$ cat config.mk
export PLATFORM = sky130hd
export DESIGN_NAME = code_lock_fsm
export DESIGN_NICKNAME = d
export VERILOG_FILES = /design/src/rtl/code_lock_pkg.sv /design/src/rtl/press_detect.sv /design/src/rtl/code_lock_fsm.sv
export SDC_FILE = /design/constraint.sdc
export NUM_CORES = 1
export LEC_CHECK = 0
export CAP_MARGIN = 10
export CORE_UTILIZATION = 51
export CTS_CLUSTER_DIAMETER = 50
export DETAILED_ROUTE_END_ITERATION = 7
export GPL_TIMING_DRIVEN = 0
export PLACE_DENSITY_LB_ADDON = 0.3
export SYNTH_ARGS = -nofsm -noshare
export SYNTH_HDL_FRONTEND = slang
export SYNTH_SLANG_ARGS = --single-unit
$ cat constraint.sdc
create_clock -name clk -period 2.7 [get_ports clk]
set_input_delay 0.675 -clock clk [delete_from_list [all_inputs] [get_ports clk]]
set_output_delay 0.675 -clock clk [all_outputs]
set_load 0.05 [all_outputs]
$ cat src/rtl/code_lock_pkg.sv
// Shared types and helpers for the code lock.
// State encoding, clog2 and code digit selection.
package code_lock_pkg;

  typedef enum logic [1:0] {
    ENTRY    = 2'd0,
    UNLOCKED = 2'd1,
    LOCKOUT  = 2'd2
  } state_e;

  localparam int MAX_CODE_W = 256;

  // Ceil log2, never below 1 so counters keep a real bit.
  function automatic int clog2(input int v);
    int r;
    r = 1;
    while ((1 << r) < v) r = r + 1;
    return r;
  endfunction

  // Digit idx of a len-digit code; digit 0 is the MS digit.
  // Caller truncates the result to its digit width.
  function automatic logic [MAX_CODE_W-1:0] get_digit(
    input logic [MAX_CODE_W-1:0] code,
    input int                    idx,
    input int                    dw,
    input int                    len
  );
    return code >> ((len - 1 - idx) * dw);
  endfunction

endpackage

$ cat src/rtl/press_detect.sv
// Registers a level button and emits a one-cycle press pulse.
// Ports: clk_i, rst_i (sync, high), btn_i level, press_o pulse.
module press_detect (
  input  logic clk_i,
  input  logic rst_i,
  input  logic btn_i,
  output logic press_o
);

  logic btn_q;

  always_ff @(posedge clk_i) begin
    if (rst_i) btn_q <= 1'b0;
    else       btn_q <= btn_i;
  end

  assign press_o = btn_i & ~btn_q;

endmodule

$ cat src/rtl/code_lock_fsm.sv
// Digit-sequence lock with retry budget, timed lockout, relock.
// Ports: clk, rst, btn, data_in, relock -> data_out, unlocked,
// locked_out, digit_idx, fail_cnt (all outputs registered).
module code_lock_fsm
  import code_lock_pkg::*;
#(
  parameter int DIGIT_W     = 4,
  parameter int CODE_LEN    = 3,
  parameter logic [CODE_LEN*DIGIT_W-1:0] CODE = 12'h314,
  parameter int MAX_TRIES   = 3,
  parameter int LOCK_CYCLES = 50_000_000,
  parameter int OUT_W       = 8
) (
  input  logic                             clk,
  input  logic                             rst,
  input  logic                             btn,
  input  logic [DIGIT_W-1:0]               data_in,
  input  logic                             relock,
  output logic [OUT_W-1:0]                 data_out,
  output logic                             unlocked,
  output logic                             locked_out,
  output logic [clog2(CODE_LEN+1)-1:0]     digit_idx,
  output logic [clog2(MAX_TRIES+1)-1:0]    fail_cnt
);

  localparam int IW = clog2(CODE_LEN + 1);
  localparam int FW = clog2(MAX_TRIES + 1);
  localparam int TW = clog2(LOCK_CYCLES);

  state_e               state_q;
  logic [IW-1:0]        idx_q;
  logic [FW-1:0]        fail_q;
  logic [TW-1:0]        timer_q;
  logic                 mism_q;
  logic [OUT_W-1:0]     dout_q;
  logic                 unl_q;
  logic                 lo_q;

  logic                 press;
  logic [DIGIT_W-1:0]   exp_digit;
  logic                 dig_ok;
  logic                 last_dig;
  logic                 entry_ok;
  logic                 at_max;

  press_detect u_press (
    .clk_i   (clk),
    .rst_i   (rst),
    .btn_i   (btn),
    .press_o (press)
  );

  assign exp_digit = DIGIT_W'(get_digit(MAX_CODE_W'(CODE),
                       int'(idx_q), DIGIT_W, CODE_LEN));
  assign dig_ok   = (data_in == exp_digit);
  assign last_dig = (idx_q == IW'(CODE_LEN - 1));
  assign entry_ok = ~mism_q & dig_ok;
  assign at_max   = (fail_q == FW'(MAX_TRIES - 1));

  always_ff @(posedge clk) begin
    if (rst) begin
      state_q <= ENTRY;
      idx_q   <= '0;
      fail_q  <= '0;
      timer_q <= '0;
      mism_q  <= 1'b0;
      dout_q  <= '0;
      unl_q   <= 1'b0;
      lo_q    <= 1'b0;
    end else begin
      unique case (state_q)
        ENTRY: begin
          if (press) begin
            if (last_dig) begin
              // Full entry judged; wrong digit position not revealed.
              idx_q  <= '0;
              mism_q <= 1'b0;
              if (entry_ok) begin
                state_q <= UNLOCKED;
                fail_q  <= '0;
                dout_q  <= '1;
                unl_q   <= 1'b1;
              end else if (at_max) begin
                state_q <= LOCKOUT;
                fail_q  <= fail_q + FW'(1);
                timer_q <= TW'(LOCK_CYCLES - 1);
                lo_q    <= 1'b1;
              end else begin
                fail_q <= fail_q + FW'(1);
              end
            end else begin
              idx_q  <= idx_q + IW'(1);
              mism_q <= mism_q | ~dig_ok;
            end
          end
        end
        UNLOCKED: begin
          if (relock) begin
            state_q <= ENTRY;
            idx_q   <= '0;
            dout_q  <= '0;
            unl_q   <= 1'b0;
          end
        end
        LOCKOUT: begin
          if (timer_q == '0) begin
            state_q <= ENTRY;
            fail_q  <= '0;
            lo_q    <= 1'b0;
          end else begin
            timer_q <= timer_q - TW'(1);
          end
        end
        default: begin
          state_q <= ENTRY;
          idx_q   <= '0;
          mism_q  <= 1'b0;
          dout_q  <= '0;
          unl_q   <= 1'b0;
          lo_q    <= 1'b0;
        end
      endcase
    end
  end

  assign data_out   = dout_q;
  assign unlocked   = unl_q;
  assign locked_out = lo_q;
  assign digit_idx  = idx_q;
  assign fail_cnt   = fail_q;

endmodule

# Yosys cells after proc, flatten, opt, wreduce, memory -nomap -nowiden
# Index checks and enable logic that the tools add are counted.
# word_totals
register_bits	44
inputBits	8
out_inout_bits	14
elab_cells	87
# op_classes
add_sub_neg	4
n_eq_ne	14
shifts	1
muxes	39
n_bitwise	9
reduce_logical	11
# op_table
operator	n
26-bit 2-to-1 mux	5
26-bit one-hot mux with 2 select lines	1
8-bit 2-to-1 mux	4
10-bit by 32-bit right shift with 4-bit output, first input constant	1
26-bit zero test	1
26-bit by 1-bit subtractor with 26-bit output, second input constant	1
8-bit one-hot mux with 3 select lines	1
2-bit 2-to-1 mux	11
2-bit inequality test, second input constant	8
2-bit one-hot mux with 3 select lines	2
6-bit AND reduction	2
1-bit 2-to-1 mux	11
5-bit AND reduction	2
2-bit equality test, second input constant	3
1-bit inverter	6
1-bit one-hot mux with 3 select lines	2
2-bit by 1-bit adder with 2-bit output, second input constant	2
4-bit equality test	1
2-bit one-hot mux with 2 select lines	1
4-bit AND reduction	1
3-bit inequality test, second input constant	1
3-bit AND reduction	1
2-bit by 2-bit subtractor with 3-bit output, first input constant	1
1-bit bitwise AND	2
7 further kinds	7

# Longest topological paths before layout
# Gate-level depths: netlist (run 1).
# logic_depth
ltp_word	8
depth_mapped	10
mapped_depth_nobuf	7

# Cells and area by module
# Synthesis (run 1) repeated with hierarchy kept, for this count alone.
# hier_totals
cells_unflattened	255
area_unflattened_um2	2178.3
# by_module_without_submodules
mod	instances	cells_each	area_each_um2	seq_area_each_um2
code_lock_fsm	1	252	2130.8	700.7
press_detect	1	3	47.5	20.0

# Least setup slack after synthesis (run 1)
# OpenSTA, ideal clock, no wires.
# synth_timing
path_kind	register to register
startpoint	reg idx_q[1], in the netlist digit_idx[1]
endpoint	reg timer_q[23]
setup_time_ns	0.115
arrival_ns	2.420
t_required_ns	2.585
setup_slack_ns	0.166
stages_incl_launch_ff	7
n_path_buf	1
synth_period_minus_slack_ns	2.534
cell_sequence	dfxtp_1 nor4bb_1 mux2i_1 a311o_1 clkbuf_1 or2_2 a2111oi_0
# synth_via
elab_chain_cells	6
word_cells_on_any_way	8
cone_classes	1 x add/sub; 4 x eq/ne; 1 x shift; 1 x bitwise; 1 x reduce/logical
# synth_rtl
element	line	rtl
start, declared	code_lock_fsm.sv:31	logic [IW-1:0] idx_q;
start signal, assigned	code_lock_fsm.sv:92	idx_q <= idx_q + IW'(1);
2-bit by 2-bit subtractor with 3-bit output	code_lock_pkg.sv:29	return code >> ((len - 1 - idx) * dw);
10-bit by 32-bit right shift with 4-bit output	code_lock_pkg.sv:29	
4-bit equality test	code_lock_fsm.sv:55	assign dig_ok = (data_in == exp_digit);
1-bit bitwise AND	code_lock_fsm.sv:57	assign entry_ok = ~mism_q & dig_ok;
2-bit inequality test (no source line)	--	
6-bit AND reduction (no source line) (*)	--	
end signal, assigned	code_lock_fsm.sv:86	timer_q <= TW'(LOCK_CYCLES - 1);
end signal, assigned	code_lock_fsm.sv:111	timer_q <= timer_q - TW'(1);
end, declared	code_lock_fsm.sv:33	logic [TW-1:0] timer_q;
# Mark *: on every way between the ends. The rest lies on a longest branch, timed or not.
# A chain may end at the register's enable or synchronous reset.

# Worst setup path in the final report (run 1)
# layout_timing
startpoint	in btn
endpoint	reg timer_q[14]
# layout_via
elab_chain_cells	3
# layout_rtl
element	line	rtl
start, declared	code_lock_fsm.sv:16	input logic btn,
1-bit bitwise AND	press_detect.sv:17	assign press_o = btn_i & ~btn_q;
2-bit inequality test (no source line)	--	
6-bit AND reduction (no source line)	--	
# No other way between the ends.

==> metrics list, run 1 <==
* Status: completed
- Internal power comes to approximately 740 uW.
- The largest single stage delay on the critical path is 0.51 ns.
- Cells with a size suffix above 1 make up approximately 18% of the layout.
- The synthesized netlist contains 56 unique library cells.
- The count of cells in the finished layout, fillers not included, comes to 357.
- Clock network fraction of design power: a little under two fifths
- Maximum VDD drop: approximately 0.36 mV
* CTS hold repair buffers: 0
* Remaining Overflow, GRT: 0
- In the final design database the tool counted 321 nets.
* Number of buffers created by CTS: 5
- Post-route standard cell area excluding fillers: approximately 0.0028 mm^2
- Seq cells post-synth: 36
* Data required, critical path: about 2.9 ns
* Number of I/O pins: 22
- Pin count of the biggest net entering global routing: 11
* Transition time of the tightest slew-check pin: ~0.70 ns
- Number of antenna violations at the first check in global routing: 0
* Cell with the biggest individual delay on the critical path: sky130_fd_sc_hd__clkdlybuf4s50_1
* Mean area per synthesized cell: just over 8 um^2
* Post-synth top flop: sky130_fd_sc_hd__dfxtp_1
- After detailed routing, the average wire length per cell comes to between 15 and 20 um.
- Number of instances in the synthesized netlist: about 280
* Critical Path Fanout Max: 3
- Switching power as a share of total power: roughly 24%
- Final clock skew: ~0.0096 ns
- Clock root cell: sky130_fd_sc_hd__clkbuf_8
- HP Class: reg2reg
- Leading post-synthesis cells by cell area: sky130_fd_sc_hd__dfxtp_1 (32%), sky130_fd_sc_hd__nor4_1 (5.0%), sky130_fd_sc_hd__nor3_1 (4.2%)
- The number of placed instances, taps included, is 346.
* Number of global-route vias before repair: approximately 2200
- The synthesized design spends more area on one cell type than any other, namely sky130_fd_sc_hd__dfxtp_1.
* Final Critical Period: 2.64 ns
* Share of the clock period used by the worst path after layout: between 90% and 100%
- The worst setup path is launched from an input pin.
* Remaining antenna violation count after routing: 0
- Share of power burned in combinational logic: 7.6%
- Clk Latency, worst-skew pair: 0.29 ns
- The first global-routing pass estimated between 10 and 15 mm of wire.
* HPWL Detailed: 4.41 mm
* Via total after detailed routing: about 2400
- Global placer's final weighted congestion: 0.917
- Counting instances, the worst hold path has a depth of 2.
* Number of enable flip-flop cells after synthesis: 0
- Power share of the sequential group: between 50 and 60%
- Maxcap violations: 0
- For this run, the number of Yosys warnings is 0.
- Data arrival time of the critical path: between 2 and 3 ns
- H-tree lvl count: 2
- After detailed routing, the number of remaining DRC violations is 0.
- Avg Vias per Cell: about 6.7
* Peak clock frequency supported by timing: roughly 380 MHz
- Headroom to the max-slew limit came out at between 50% and 60%.
- Most frequent standard cell in the layout excluding fill and tap cells: sky130_fd_sc_hd__dfxtp_1
* Portion of synthesized cell area occupied by the leading cell type: approximately a third
- Sinks on Clock Net: 36
* Inserted Diodes: 0
* Vertical die dimension: 68.6 um
* Total iterations of the first detailed-routing run: 5
- Summed over all nets, the switching power comes to between 200 and 250 uW.
- GR Util All Layers: around 30%
- The number of cells on the worst reg-to-reg path is 6.
- Traced cell by cell, the critical path runs through clkdlybuf4s50_1, nor4bb_4, mux2i_2, a311o_1, buf_4, or4_1, a31oi_1.
* Setup violation total in the final timing report: 0
* Final Hold Violating Endpoints: 0
* Starting density of the core: a little over half
- The region available for standard cell placement spans 0.00414 mm^2.
* Horizontal extent of the die: 68.6 um
* Total die area: about 0.0047 mm^2
* Synthesized cell area: roughly 0.0023 mm^2
* Row cnt: 23
- The setup path with the least slack is of type in2reg.
* Ratio of total power to cell area: 355 mW/mm^2
* Commonest cells after routing, fill and taps aside: sky130_fd_sc_hd__dfxtp_1 (36), sky130_fd_sc_hd__clkdlybuf4s50_1 (21), sky130_fd_sc_hd__nor2_1 (20)
* Worst setup EP type: flip-flop
- Summing all placed instances gives a cell area of about 0.0025 mm^2.
- Share of synthesized area occupied by flip-flops and latches: 31.8%
* Number of buffers inserted by port buffering: 21
- Static Leak: approximately 0.0010 uW
- TritonCTS built the clock tree.
* Clock-pin slew reported for the worst setup and hold paths after clock tree synthesis: around 0.070 ns
- Max Transition Viols Final: 0
- Detailed Route WL: between 6 and 7 mm
* Synth Net Count: 289
- Area growth from synthesis to layout: 21.8%
- Counting along the longest clock path gives a buffer depth of 2.
* Drt first-iter violations: a little under 200
* Async S/R FF share, synth: 0%
## synthesized netlist by cell type (3+ instances only)
library cell                number
sky130_fd_sc_hd__o31ai_1         5
sky130_fd_sc_hd__o41ai_1         3
sky130_fd_sc_hd__o21ai_0         8
sky130_fd_sc_hd__nand4b_1        3
sky130_fd_sc_hd__buf_4           8
sky130_fd_sc_hd__nor4_1         18
sky130_fd_sc_hd__a2111oi_0       4
sky130_fd_sc_hd__nor2b_1         4
sky130_fd_sc_hd__a21oi_1         9
sky130_fd_sc_hd__a311oi_1        4
sky130_fd_sc_hd__a211oi_1        6
sky130_fd_sc_hd__inv_1           9
sky130_fd_sc_hd__nand2_1        15
sky130_fd_sc_hd__clkbuf_1       13
sky130_fd_sc_hd__or3_1           7
sky130_fd_sc_hd__dfxtp_1        36
sky130_fd_sc_hd__nor2_1         20
sky130_fd_sc_hd__nand3_1         5
sky130_fd_sc_hd__ha_1            6
sky130_fd_sc_hd__nor3b_1         4
sky130_fd_sc_hd__mux2_2          3
sky130_fd_sc_hd__or4_1          12
sky130_fd_sc_hd__or2_2           4
sky130_fd_sc_hd__nand4_1         3
sky130_fd_sc_hd__a31oi_1         6
sky130_fd_sc_hd__nor3_1         19
## power groups by stage
| stage | Combinational (uW) | Sequential, uW | Clock (uW) |
|---|---|---|---|
| final | 74.7 | 542 | 362 |
| after global routing | 79.9 | 542 | 384 |
| after CTS | 70.6 | 541 | 362 |
| after detailed placement | 67.9 | 552 | 0 |
| after global placement | 66.5 | 552 | 0 |
| after floorplan | 33.8 | 559 | 0 |
## final cells by class
class,count,area [um^2]
multi-input combinational,206,1470
timing repair buffer,26,248
clock inverter,1,5.00
fill,362,1390
inverter,9,33.8
buffer,23,146
sequential,36,721
clock buffer,6,72.6
tap,50,62.6
## critical path: cells and delay by family
family	cells	cell delay, ns
AND/OR/NAND/NOR	2	0.81
multiplexers	1	0.17
AO/OA/AOI/OAI	2	0.53
buffers and inverters	2	0.67
## layer usage
metal	routed length (um)	GRT usage [%]	vias to the layer above	share of wire, %
li1	-	-	1133	-
met1	2740	35.7	1118	42
met2	3090	47.1	119	48
met3	481	7.07	21	7.4
met4	163	15.6	0	2.5
met5	0	0	-	0
## repair_timing
item,CTS,global route
setup buffers,2,3
pin swaps,2,2
endpoints found under the setup margin,26,25
endpoints found under the hold margin,0,0
gates resized for setup,13,23
## through the flow
step | utilization (%) | total power, uW | setup TNS [ns] | setup WS [ns] | hold WS, ns
after CTS | 64.4 | 974 | 0 | 0.00141 | 0.501
after floorplan | - | 593 | 0 | 0.166 | 0.454
after global routing | 66.5 | 1010 | -0.255 | -0.0454 | 0.528
after global placement | 61.2 | 618 | -17.84 | -0.829 | 0.473
after detailed placement | 61.2 | 620 | -17.59 | -0.798 | 0.490
final | 66.5 | 979 | 0 | 0.0648 | 0.509
## state kept, by name (all words and copies together) (netlist names)
signal	cells
timer_q	26
locked_out	1
fail_cnt	2
state_q	2
u_press.btn_q	1
mism_q	1
data_out	1
digit_idx	2
## cell families after synthesis
group	after synthesis	synth area share, %
flops	36	31.8
mux	5	2.38
simple gates	130	33.6
buf+inv	33	7.52
fa+ha+maj	6	3.32
compound gates	63	20.6
xor+xnor	2	0.774
## path summary, 6_finish.rpt
kind	from	slack [ns]	endpoint
worst min register to register	fail_cnt[1]$_SDFFE_PP0P_	0.51	fail_cnt[1]$_SDFFE_PP0P_
worst max register to register	timer_q[12]$_SDFFE_PP0P_	0.07	state_q[1]$_SDFFE_PP0P_
worst min-delay path	fail_cnt[1]$_SDFFE_PP0P_	0.51	fail_cnt[1]$_SDFFE_PP0P_
worst max-delay path	btn	0.06	timer_q[14]$_SDFFE_PP0P_
No activity file was read; power rests on OpenSTA's default activity.
==> run 2: changes to the inputs <==
- CORE_UTILIZATION: 51 -> 54
- SLEW_MARGIN: not set -> 20
- clock period: 2.7 -> 2.66 ns (I/O delays scaled with it)
==> run 2 against run 1 <==
Clock-buffer cell count increased by 1. Highest routed layer unchanged. Final cell count increased by 0.28%. Die area decreased by 5.4%. Critical path type is now reg2reg. Critical endpoint is now timer_q[17]$_SDFFE_PP0P_.
==> metrics list, run 2 (synthesis gave the netlist of run 1 again) <==
- The aggregate global routing overflow is 0 (unchanged).
- The residual antenna-violating net count after detailed routing came to 0 (unchanged).
* Horizontal extent of the die: 66.7 um (was 68.6 um)
- The sequential fraction of design power was 47.2% (was 55.4%).
* Data arrival time of the critical path: 2.83 ns (was 2.84 ns)
- The CTS tree was built (unchanged).
* Placeable core area: 0.00400 mm^2 (was 0.00414 mm^2)
- Number of flip-flops in the largest register: 26 (unchanged)
* Worst setup EP type: flip-flop (unchanged)
- Detailed Route WL: 6.16 mm (was 6.47 mm)
- The area growth from synthesis to layout came to 24.7% (was 21.8%).
* Inserted Diodes: 0 (unchanged)
- The DRC violation count after routing came to 0 (unchanged).
- The total I/O pin count came to 22 (unchanged).
* Setup Total Neg Slack: 0 ns (unchanged)
- HP Class: reg2reg (unchanged)
- The power spent charging and discharging nets was 258 uW (was 238 uW).
- The critical-path maximum fanout came to 7 (was 3).
- Wire length of the first global-routing pass: 10.1 mm (was 10.2 mm)
- The port buffer count is 21 (unchanged).
- The final worst clock skew is 0.00499 ns (was 0.00958 ns).
- The overall track demand over capacity in global routing is 30.4% (was 29.2%).
* Maximum VDD drop: 0.385 mV (was 0.360 mV)
- Clock root cell: sky130_fd_sc_hd__clkbuf_8 (unchanged)
- Total die area: 0.00445 mm^2 (was 0.00471 mm^2)
- The count of final max-slew check failures was 0 (unchanged).
* Crit path launch type: flip-flop (was input pin)
- Ratio of total power to cell area: 412 mW/mm^2 (was 355 mW/mm^2)
- Share of cells above drive strength 1: 19.5% (was 17.9%)
- Clk Latency, worst-skew pair: 0.30 ns (was 0.29 ns)
- The data required time at the worst endpoint was 2.85 ns (was 2.91 ns).
* Clock network fraction of design power: 46.3% (was 37.0%)
- The part of the power in combinational logic is 6.5% (was 7.6%).
* Number of antenna violations at the first check in global routing: 0 (unchanged)
- The number of placement rows is 23 (unchanged).
- Global placer's final weighted congestion: 0.906 (was 0.917)
- Most frequent standard cell in the layout excluding fill and tap cells: sky130_fd_sc_hd__dfxtp_1 (unchanged)
* NumNets Final: 321 (unchanged)
* Clock-pin slew reported for the worst setup and hold paths after clock tree synthesis: 0.07 ns (about the same)
* Post-route standard cell area excluding fillers: 0.00282 mm^2 (was 0.00276 mm^2)
* Setup repair after global routing missed its margin: true
- Avg Vias per Cell: 6.66 (was 6.70)
* HPWL Detailed: 4.22 mm (was 4.41 mm)
* Transition time of the tightest slew-check pin: 0.636 ns (was 0.703 ns)
- Share of the clock period used by the worst path after layout: a little under 100%
- The number of setup violations in the final report came to 0 (unchanged).
- The top register by number of flip-flops was timer_q (unchanged).
- Status: completed (unchanged)
- The switching part of the total was 22.2% (was 24.3%).
* Buffer depth of the longest clock path: 2 (unchanged)
* Commonest cells after routing, fill and taps aside: sky130_fd_sc_hd__dfxtp_1 (36), sky130_fd_sc_hd__nor2_1 (20), sky130_fd_sc_hd__clkdlybuf4s50_1 (20) (was sky130_fd_sc_hd__dfxtp_1 (36), sky130_fd_sc_hd__clkdlybuf4s50_1 (21), sky130_fd_sc_hd__nor2_1 (20))
* Static Leak: 0.00103 uW (was 0.00100 uW)
* Number of global-route vias before repair: 2154 (was 2180)
- Total iterations of the first detailed-routing run: 7 (was 5)
- Max_slew headroom: 57.2% (was 52.8%)
- The H-tree depth is 2 (unchanged).
- Final Hold Violating Endpoints: 0 (unchanged)
- Via total after detailed routing: 2385 (was 2391)
- Based on the critical path, the design can be clocked at up to approximately 380 MHz.
- Power consumption: 1160 uW (was 979 uW)
- Vertical die dimension: 66.7 um (was 68.6 um)
* Starting density of the core: 56.6% (was 54.6%)
* Final Critical Period: about 2.6 ns
- The wire length per cell after detailed routing is 17.2 um (was 18.1 um).
- Sinks on Clock Net: 36 (unchanged)
- The first-iteration detailed-routing DRC count was 226 (was 193).
- The internal portion of total power is 905 uW (was 741 uW).
- The total of max-cap violations came to 0 (unchanged).
- The critical path class is reg2reg (was in2reg).
- Post-placement cell area: 0.00254 mm^2 (unchanged)
- The maximum number of pins on one net before global-route repair was 12 (was 11).
- Number of buffers created by CTS: 5 (unchanged)
-- run 2: changes by cell type in the layout (fill, tap and decap cells not counted), sizes merged --
cell / previous run / this run
dlymetal6s2s: 0 / 1
clkdlybuf4s50: 21 / 20
bufinv: 0 / 1
clkbuf: 15 / 17
clkinv: 1 / 0
buf: 19 / 18
-- run 2: layout make-up --
class	instances	area, um^2
Timing Repair Buffer	26	250
Clock buffer	7	96.3
Clock inverter	1	30.0
Buffer	23	146
Fill cell	317	1180
Tap cell	50	62.6
Inverter	9	33.8
Sequential cell	36	721
Multi-Input combinational cell	206	1480
-- run 2: routing by layer --
metal	share of wire, %	GRT usage, %
met1	43	38.3
met2	47	48.5
met3	7.9	7.53
met4	2.2	13.3
met5	0	0
-- run 2: path summary, 6_finish.rpt --
| check | from | slack, ns | end | cells after the start |
|---|---|---|---|---|
| setup / recovery | timer_q[12]$_SDFFE_PP0P_ | 0.01 | timer_q[17]$_SDFFE_PP0P_ | 6 |
| hold / removal | timer_q[10]$_SDFFE_PP0P_ | 0.50 | timer_q[10]$_SDFFE_PP0P_ | 2 |
| hold reg to reg | timer_q[10]$_SDFFE_PP0P_ | 0.50 | timer_q[10]$_SDFFE_PP0P_ | 2 |
| setup reg to reg | timer_q[12]$_SDFFE_PP0P_ | 0.01 | timer_q[17]$_SDFFE_PP0P_ | 6 |
-- run 2: repair_timing --
item                                    in CTS  in global routing
cloned                                       0                  0
endpoints found under the setup margin      26                 27
gates resized for setup                     13                 24
setup buffers                                1                  4
pin swaps                                    1                  3
hold buffers                                 0                  0
-- run 2: power groups by stage --
| stage | Sequential, uW | Combinational, uW | Clock, uW |
|---|---|---|---|
| final | 549 | 75.5 | 538 |
| after global placement | 560 | 67.3 | 0 |
| after floorplan | 568 | 34.3 | 0 |
| after CTS | 549 | 71.9 | 542 |
| after detailed placement | 561 | 69.2 | 0 |
| after global routing | 550 | 82.0 | 567 |
-- run 2: through the flow --
stage / std cells / worst slack, ns / hold slack [ns] / util (%)
floorplan: 275 / 0.126 / 0.454 / -
global placement: 346 / -0.838 / 0.472 / 63.4
detailed placement: 346 / -0.836 / 0.477 / 63.4
CTS: 355 / 0.000999 / 0.487 / 67.9
global route: 358 / 0.00356 / 0.526 / 70.6
finish: 358 / 0.0137 / 0.503 / 70.6
-- run 2: worst max-delay path, stage by stage, from the launching register on --
cell and delay [ns]:
sky130_fd_sc_hd__dfxtp_1 0.35, sky130_fd_sc_hd__or4_4 0.60, sky130_fd_sc_hd__or4_4 0.50, sky130_fd_sc_hd__buf_6 0.15
sky130_fd_sc_hd__o21ai_0 0.52, sky130_fd_sc_hd__nor4_1 0.12, sky130_fd_sc_hd__nor4_1 0.31
